===== src/rtl/ctrl_pkg.sv =====
// Shared definitions for the 8-bit shared-bus CPU: opcodes, T-state numbers
// and control-word bit positions.
package ctrl_pkg;

  typedef enum logic [3:0] {
    OP_NOP = 4'h0,
    OP_LDA = 4'h1,
    OP_ADD = 4'h2,
    OP_SUB = 4'h3,
    OP_STA = 4'h4,
    OP_LDI = 4'h5,
    OP_JMP = 4'h6,
    OP_JC  = 4'h7,
    OP_JZ  = 4'h8,
    OP_OUT = 4'hE,
    OP_HLT = 4'hF
  } opcode_e;

  localparam int T0 = 0;
  localparam int T1 = 1;
  localparam int T2 = 2;
  localparam int T3 = 3;
  localparam int T4 = 4;

  localparam int CW_PC_INC     = 0;
  localparam int CW_LOAD_PC    = 1;
  localparam int CW_PC_OEN     = 2;
  localparam int CW_MAR_INEN   = 3;
  localparam int CW_RAM_OEN    = 4;
  localparam int CW_RAM_WE     = 5;
  localparam int CW_IR_INEN    = 6;
  localparam int CW_IR_OEN     = 7;
  localparam int CW_ACC_INEN   = 8;
  localparam int CW_ACC_OEN    = 9;
  localparam int CW_B_INEN     = 10;
  localparam int CW_ALU_OEN    = 11;
  localparam int CW_ALU_SUB    = 12;
  localparam int CW_FLAGS_INEN = 13;
  localparam int CW_OUT_INEN   = 14;
  localparam int CW_W          = 15;

  typedef logic [CW_W-1:0] cw_t;

endpackage


===== src/rtl/ctrl_tcount.sv =====
// T-state counter: wraps at NUM_T, freezes while hold is high, and returns to
// T0 on the next edge when restart is high.
module ctrl_tcount #(
  parameter int NUM_T  = 5,
  parameter int STEP_W = 3
) (
  input  logic              clk,
  input  logic              clr,
  input  logic              hold,
  input  logic              restart,
  output logic [STEP_W-1:0] t_state
);

  // NOTE: sequential state uses non-blocking assignments so every register
  // samples the pre-edge values of its neighbours.
  always_ff @(posedge clk or posedge clr) begin
    if (clr) begin
      t_state <= '0;
    end else if (hold) begin
      t_state <= t_state;
    end else if (restart || t_state == STEP_W'(NUM_T - 1)) begin
      t_state <= '0;
    end else begin
      t_state <= t_state + STEP_W'(1);
    end
  end

endmodule


===== src/rtl/ctrl_seq.sv =====
// Fetch/decode/execute control sequencer. Defining CTRL_SEQ_EARLY_END_EN ends
// each instruction right after its last active step instead of at NUM_T.
module ctrl_seq
  import ctrl_pkg::*;
#(
  parameter int OPC_W  = 4,
  parameter int NUM_T  = 5,
  parameter int STEP_W = 3
) (
  input  logic              clk,
  input  logic              clr,
  input  logic [OPC_W-1:0]  opcode,
  input  logic              carry,
  input  logic              zero,
  output logic              pc_inc,
  output logic              load_pc,
  output logic              pc_oen,
  output logic              mar_inen,
  output logic              ram_oen,
  output logic              ram_we,
  output logic              ir_inen,
  output logic              ir_oen,
  output logic              acc_inen,
  output logic              acc_oen,
  output logic              b_inen,
  output logic              alu_oen,
  output logic              alu_sub,
  output logic              flags_inen,
  output logic              out_inen,
  output logic              halted,
  output logic [STEP_W-1:0] t_state
);

  cw_t  cw;
  logic halt_set;
  logic restart;

  ctrl_tcount #(.NUM_T(NUM_T), .STEP_W(STEP_W)) u_tcount (
    .clk     (clk),
    .clr     (clr),
    .hold    (halted),
    .restart (restart),
    .t_state (t_state)
  );

  assign halt_set = (t_state == STEP_W'(T2)) && (opcode == OP_HLT) && !halted;

  always_ff @(posedge clk or posedge clr) begin
    if (clr) halted <= 1'b0;
    else if (halt_set) halted <= 1'b1;
  end

`ifdef CTRL_SEQ_EARLY_END_EN
  logic mem_op, alu_op;
  assign mem_op  = (opcode == OP_LDA) || (opcode == OP_STA);
  assign alu_op  = (opcode == OP_ADD) || (opcode == OP_SUB);
  assign restart = ((t_state == STEP_W'(T2)) && !mem_op && !alu_op) ||
                   ((t_state == STEP_W'(T3)) && mem_op) ||
                   ((t_state == STEP_W'(T4)) && alu_op);
`else
  assign restart = 1'b0;
`endif

  // NOTE: every always_comb output gets a default first so no path can
  // infer a latch.
  always_comb begin
    cw = '0;
    case (t_state)
      STEP_W'(T0): begin
        cw[CW_PC_OEN]   = 1'b1;
        cw[CW_MAR_INEN] = 1'b1;
      end
      STEP_W'(T1): begin
        cw[CW_RAM_OEN] = 1'b1;
        cw[CW_IR_INEN] = 1'b1;
        cw[CW_PC_INC]  = 1'b1;
      end
      STEP_W'(T2): begin
        case (opcode)
          OP_LDA, OP_ADD, OP_SUB, OP_STA: begin
            cw[CW_IR_OEN]   = 1'b1;
            cw[CW_MAR_INEN] = 1'b1;
          end
          OP_LDI: begin
            cw[CW_IR_OEN]   = 1'b1;
            cw[CW_ACC_INEN] = 1'b1;
          end
          OP_JMP: begin
            cw[CW_IR_OEN]  = 1'b1;
            cw[CW_LOAD_PC] = 1'b1;
          end
          OP_JC: begin
            cw[CW_IR_OEN]  = carry;
            cw[CW_LOAD_PC] = carry;
          end
          OP_JZ: begin
            cw[CW_IR_OEN]  = zero;
            cw[CW_LOAD_PC] = zero;
          end
          OP_OUT: begin
            cw[CW_ACC_OEN]  = 1'b1;
            cw[CW_OUT_INEN] = 1'b1;
          end
          default: cw = '0;
        endcase
      end
      STEP_W'(T3): begin
        case (opcode)
          OP_LDA: begin
            cw[CW_RAM_OEN]  = 1'b1;
            cw[CW_ACC_INEN] = 1'b1;
          end
          OP_ADD, OP_SUB: begin
            cw[CW_RAM_OEN] = 1'b1;
            cw[CW_B_INEN]  = 1'b1;
          end
          OP_STA: begin
            cw[CW_ACC_OEN] = 1'b1;
            cw[CW_RAM_WE]  = 1'b1;
          end
          default: cw = '0;
        endcase
      end
      STEP_W'(T4): begin
        if (opcode == OP_ADD || opcode == OP_SUB) begin
          cw[CW_ALU_OEN]    = 1'b1;
          cw[CW_ACC_INEN]   = 1'b1;
          cw[CW_FLAGS_INEN] = 1'b1;
          cw[CW_ALU_SUB]    = (opcode == OP_SUB);
        end
      end
      default: cw = '0;
    endcase
    // clr gates combinationally so the bus is quiet for the whole reset pulse.
    if (clr || halted) cw = '0;
  end

  assign pc_inc     = cw[CW_PC_INC];
  assign load_pc    = cw[CW_LOAD_PC];
  assign pc_oen     = cw[CW_PC_OEN];
  assign mar_inen   = cw[CW_MAR_INEN];
  assign ram_oen    = cw[CW_RAM_OEN];
  assign ram_we     = cw[CW_RAM_WE];
  assign ir_inen    = cw[CW_IR_INEN];
  assign ir_oen     = cw[CW_IR_OEN];
  assign acc_inen   = cw[CW_ACC_INEN];
  assign acc_oen    = cw[CW_ACC_OEN];
  assign b_inen     = cw[CW_B_INEN];
  assign alu_oen    = cw[CW_ALU_OEN];
  assign alu_sub    = cw[CW_ALU_SUB];
  assign flags_inen = cw[CW_FLAGS_INEN];
  assign out_inen   = cw[CW_OUT_INEN];

  a_bus_exclusive: assert property (@(posedge clk) disable iff (clr)
    $onehot0({pc_oen, ram_oen, ir_oen, acc_oen, alu_oen}));
  a_pc_inc_vs_load: assert property (@(posedge clk) disable iff (clr)
    !(pc_inc && load_pc));
  a_ram_we_vs_oen: assert property (@(posedge clk) disable iff (clr)
    !(ram_we && ram_oen));

endmodule


===== config.mk =====
export PLATFORM = sky130hd
export DESIGN_NAME = ctrl_seq
export DESIGN_NICKNAME = d
export VERILOG_FILES = /design/src/rtl/ctrl_pkg.sv /design/src/rtl/ctrl_tcount.sv /design/src/rtl/ctrl_seq.sv
export SDC_FILE = /design/constraint.sdc
export NUM_CORES = 1
export LEC_CHECK = 0
export BUFFER_PORTS_ARGS = -buffer_cell sky130_fd_sc_hd__buf_2
export CORE_AREA = 5 5 42 44
export CTS_CLUSTER_SIZE = 30
export DETAILED_ROUTE_END_ITERATION = 10
export DIE_AREA = 0 0 47 49
export HOLD_SLACK_MARGIN = 0.15
export PLACE_DENSITY_LB_ADDON = 0.08
export SETUP_SLACK_MARGIN = 0.5
export SYNTH_ARGS = -nofsm -noshare
export SYNTH_HDL_FRONTEND = slang
export SYNTH_SLANG_ARGS = --single-unit

===== constraint.sdc =====
create_clock -name clk -period 1.8 [get_ports clk]
set_input_delay 0.27 -clock clk [delete_from_list [all_inputs] [get_ports clk]]
set_output_delay 0.27 -clock clk [all_outputs]
set_load 0.01 [all_outputs]

==> flow_summary.yaml <==
floorplan:
  die_w_um: 47
  die_y_um: 49
  die_area_sq_mm: 0.00230
  core_sq_mm: 0.00140
  initial_utilization: 0.362
  row_count: 14
  ioPinCount: 27
yosys:
  synth-seq-cells: 4
  netlist_area_sq_um: 508
  synthArstFlopShare: 1.00
  synth_top_area_share: 0.197
  ys_types: 30
  synth-edff-count: 0
  synth_top_area_cell: "dfrtp_1"
  synthTopCellsByArea: "dfrtp_1, ha_1, and2_1"
  synth_nets: 82
  synthCells: 69
  postSynthAreaPerCell_sq_um: 7.36
  synth_flop_cell: "dfrtp_1"
  synth-seq-area-share: 0.197
  yosysWarnings: 0
critical_path:
  crit_start: "u_tcount.t_state[1]"
  path_class: "reg -> out"
  crit_path_start_kind: "flop"
  cp_top_family: "flip-flops"
  cp_slowest_cell: "dfrtp_2"
  timing.rr.start: "u_tcount.t_state[1]"
  arrival_ns: 1.56
  cp.required_ns: 1.53
  crit_fanout: 5
  slowest_delay_ns: 0.45
  crit_top_cell: "ha_4"
  timing.critical_path.buf_inv: 1
  worstPathCellList: "ha_4 -> ha_4 -> nor2b_4 -> o211ai_1 -> a21oi_2 -> buf_2"
  end_kind: "primary output"
drt:
  dr.first_iter.drc_count: 9
  ant_nets: 0
  avgRoutedWirePerCell_um: 13.1
  vias: 634
  drtPass1Iterations: 4
  wl_um: 1600
  drc: 0
  vias_per_cell: 5.20
sta:
  slew_viol_final: 0
  slew_headroom: 0.825
  period_needed_ns: 1.83
  max_freq_ghz: 0.547
  clock_skew_ns: 0.00640
  rsz0062_at_grt: "true"
  worst_slack_ns: -0.0275
  fin_crit_sh: 1.02
  finalHoldViolations: 0
  worst_slew_pin_slew_ns: 0.262
  finalSetupViolCount: 1
clocking:
  cts-root-buf: "clkbuf_4"
  cts_max_level: 1
  cts_tree: "built"
  clkLatencyLatePin_ns: 0.24
  clockBufferDepth: 2
  cts_buffers: 3
  clk_pin_slew_ns: 0.04
  cts.sinks: 4
final_layout:
  synthToLayoutAreaGrowth_pct: 95.1
  num_antenna_cells: 0
  final_util: 0.707
  layout-drive-gt1-share: 0.698
  fin_area_sq_um: 991
  fillerInstances: 126
  final_nets: 120
pwr:
  power.density_mw_per_mm2: 1220
  leakage_nw: 0.458
  vdd_drop_max_uv: 841
hold_path:
  hp-class: "in -> async"
grt:
  antenna_found_initial: 0
  met1_usage: 0.153
  grt_pass1_wl_um: 2380
  grt_overflow: 0
  grt.met3_usage: 0.0258
  grt_max_degree: 12
  grt_pass1_vias: 570
  busiest_layer: "met2"
  grtUsageTotal: 0.139
  globalRouteMet2Util: 0.238
placed_design:
  io_buffer_count: 26
  post_dp_cell_area_sq_um: 737
  dp_hpwl_um: 1140
  place_congestion: 0.774
outcome:
  violations: "negative setup slack"
  status: "complete, but fails checks"
job:
  maxCapViolations: 0
[sequential cells by signal (all words and copies together), names as in the netlist]
| register | flops |
|---|---|
| u_tcount.t_state | 3 |
| halted | 1 |
[cells by family (layout without fill, tap and decap cells)]
group | after synthesis | in the layout | synth area share
adders and majority gates | 5 | 5 | 0.123
buffers and inverters | 11 | 48 | 0.0985
and+or+nand+nor | 33 | 33 | 0.365
DFF | 4 | 4 | 0.197
AOI/OAI and AO/OA | 16 | 16 | 0.217
[power by group]
group	total [mW]	internal [mW]	switching, mW
sequential	0.233	0.146	0.0866
clock	0.121	0.0833	0.0381
combinational	0.854	0.465	0.389
total	1.21	0.694	0.514
[per-stage QoR]
stage	hold slack (ns)	TNS (ns)	worst slack [ns]	instances	total power, mW
floorplan	0.0360	0	0.318	69	0.627
global placement	0.196	0	0.161	109	0.771
detailed placement	0.201	0	0.153	109	0.779
CTS	0.497	-0.00676	-0.00676	119	0.998
global route	0.538	-0.106	-0.0930	122	1.32
finish	0.510	-0.0275	-0.0275	122	1.21
[cells in the mapped netlist (2+ instances only)]
master	number
and3_2	2
o211ai_1	2
ha_1	5
a41o_1	2
buf_4	2
nor2_1	5
nand3_1	2
and2_1	5
inv_1	7
a21oi_1	4
nand2_1	5
dfrtp_1	4
nor3_1	2
o21ai_0	3
and3_1	2
or3_1	3
[routing by layer]
metal / vias up / part of all wire
li1: 319 / -
met1: 302 / 0.40
met2: 13 / 0.56
met3: 0 / 0.041
met4: 0 / 0
met5: - / 0
[cell type report]
type	count	area, sq um	share of cell area
Timing Repair Buffer	37	293	0.295
Tap cell	16	20.0	0.0202
Multi-Input combinational cell	54	518	0.523
Sequential cell	4	105	0.106
Inverter	7	28.8	0.0290
Clock buffer	4	26.3	0.0265
[what timing repair did]
action,in CTS,in global routing
gates resized for setup,6,31
hold buffers,1,0
buffers inserted,5,3
setup endpoints to repair,15,17
pin swaps,3,7
hold endpoints to repair,4,0
[cells in the final DEF (no fill, tap or decap), types with 2 or more instances in the layout]
cell type / instances
a21oi_2: 4
a41o_1: 2
and2_4: 5
and3_2: 2
and3_4: 2
buf_2: 16
buf_4: 7
buf_6: 12
clkbuf_4: 3
dfrtp_2: 4
ha_4: 4
inv_1: 4
inv_2: 2
nand2_1: 4
nand3_1: 2
nor2_1: 3
nor2_2: 2
o211ai_1: 2
o21ai_0: 3
or3_1: 2
[tightest hold or removal path: cells and delay by family]
family | cells | cell delay, ns
buffers and inverters | 3 | 0.82
[worst paths after layout]
check                                      endpoint  slack (ns)  cells after the start
min in group clk                             halted        0.54                      3
worst max register to register  u_tcount.t_state[2]        0.50                      6
worst min-delay path            u_tcount.t_state[0]        0.51                      3
max in group asynchronous       u_tcount.t_state[2]        1.12                      3
worst max-delay path                       acc_inen       -0.03                      6
worst min register to register               halted        0.56                      1
(Power assumes the default switching activity.)
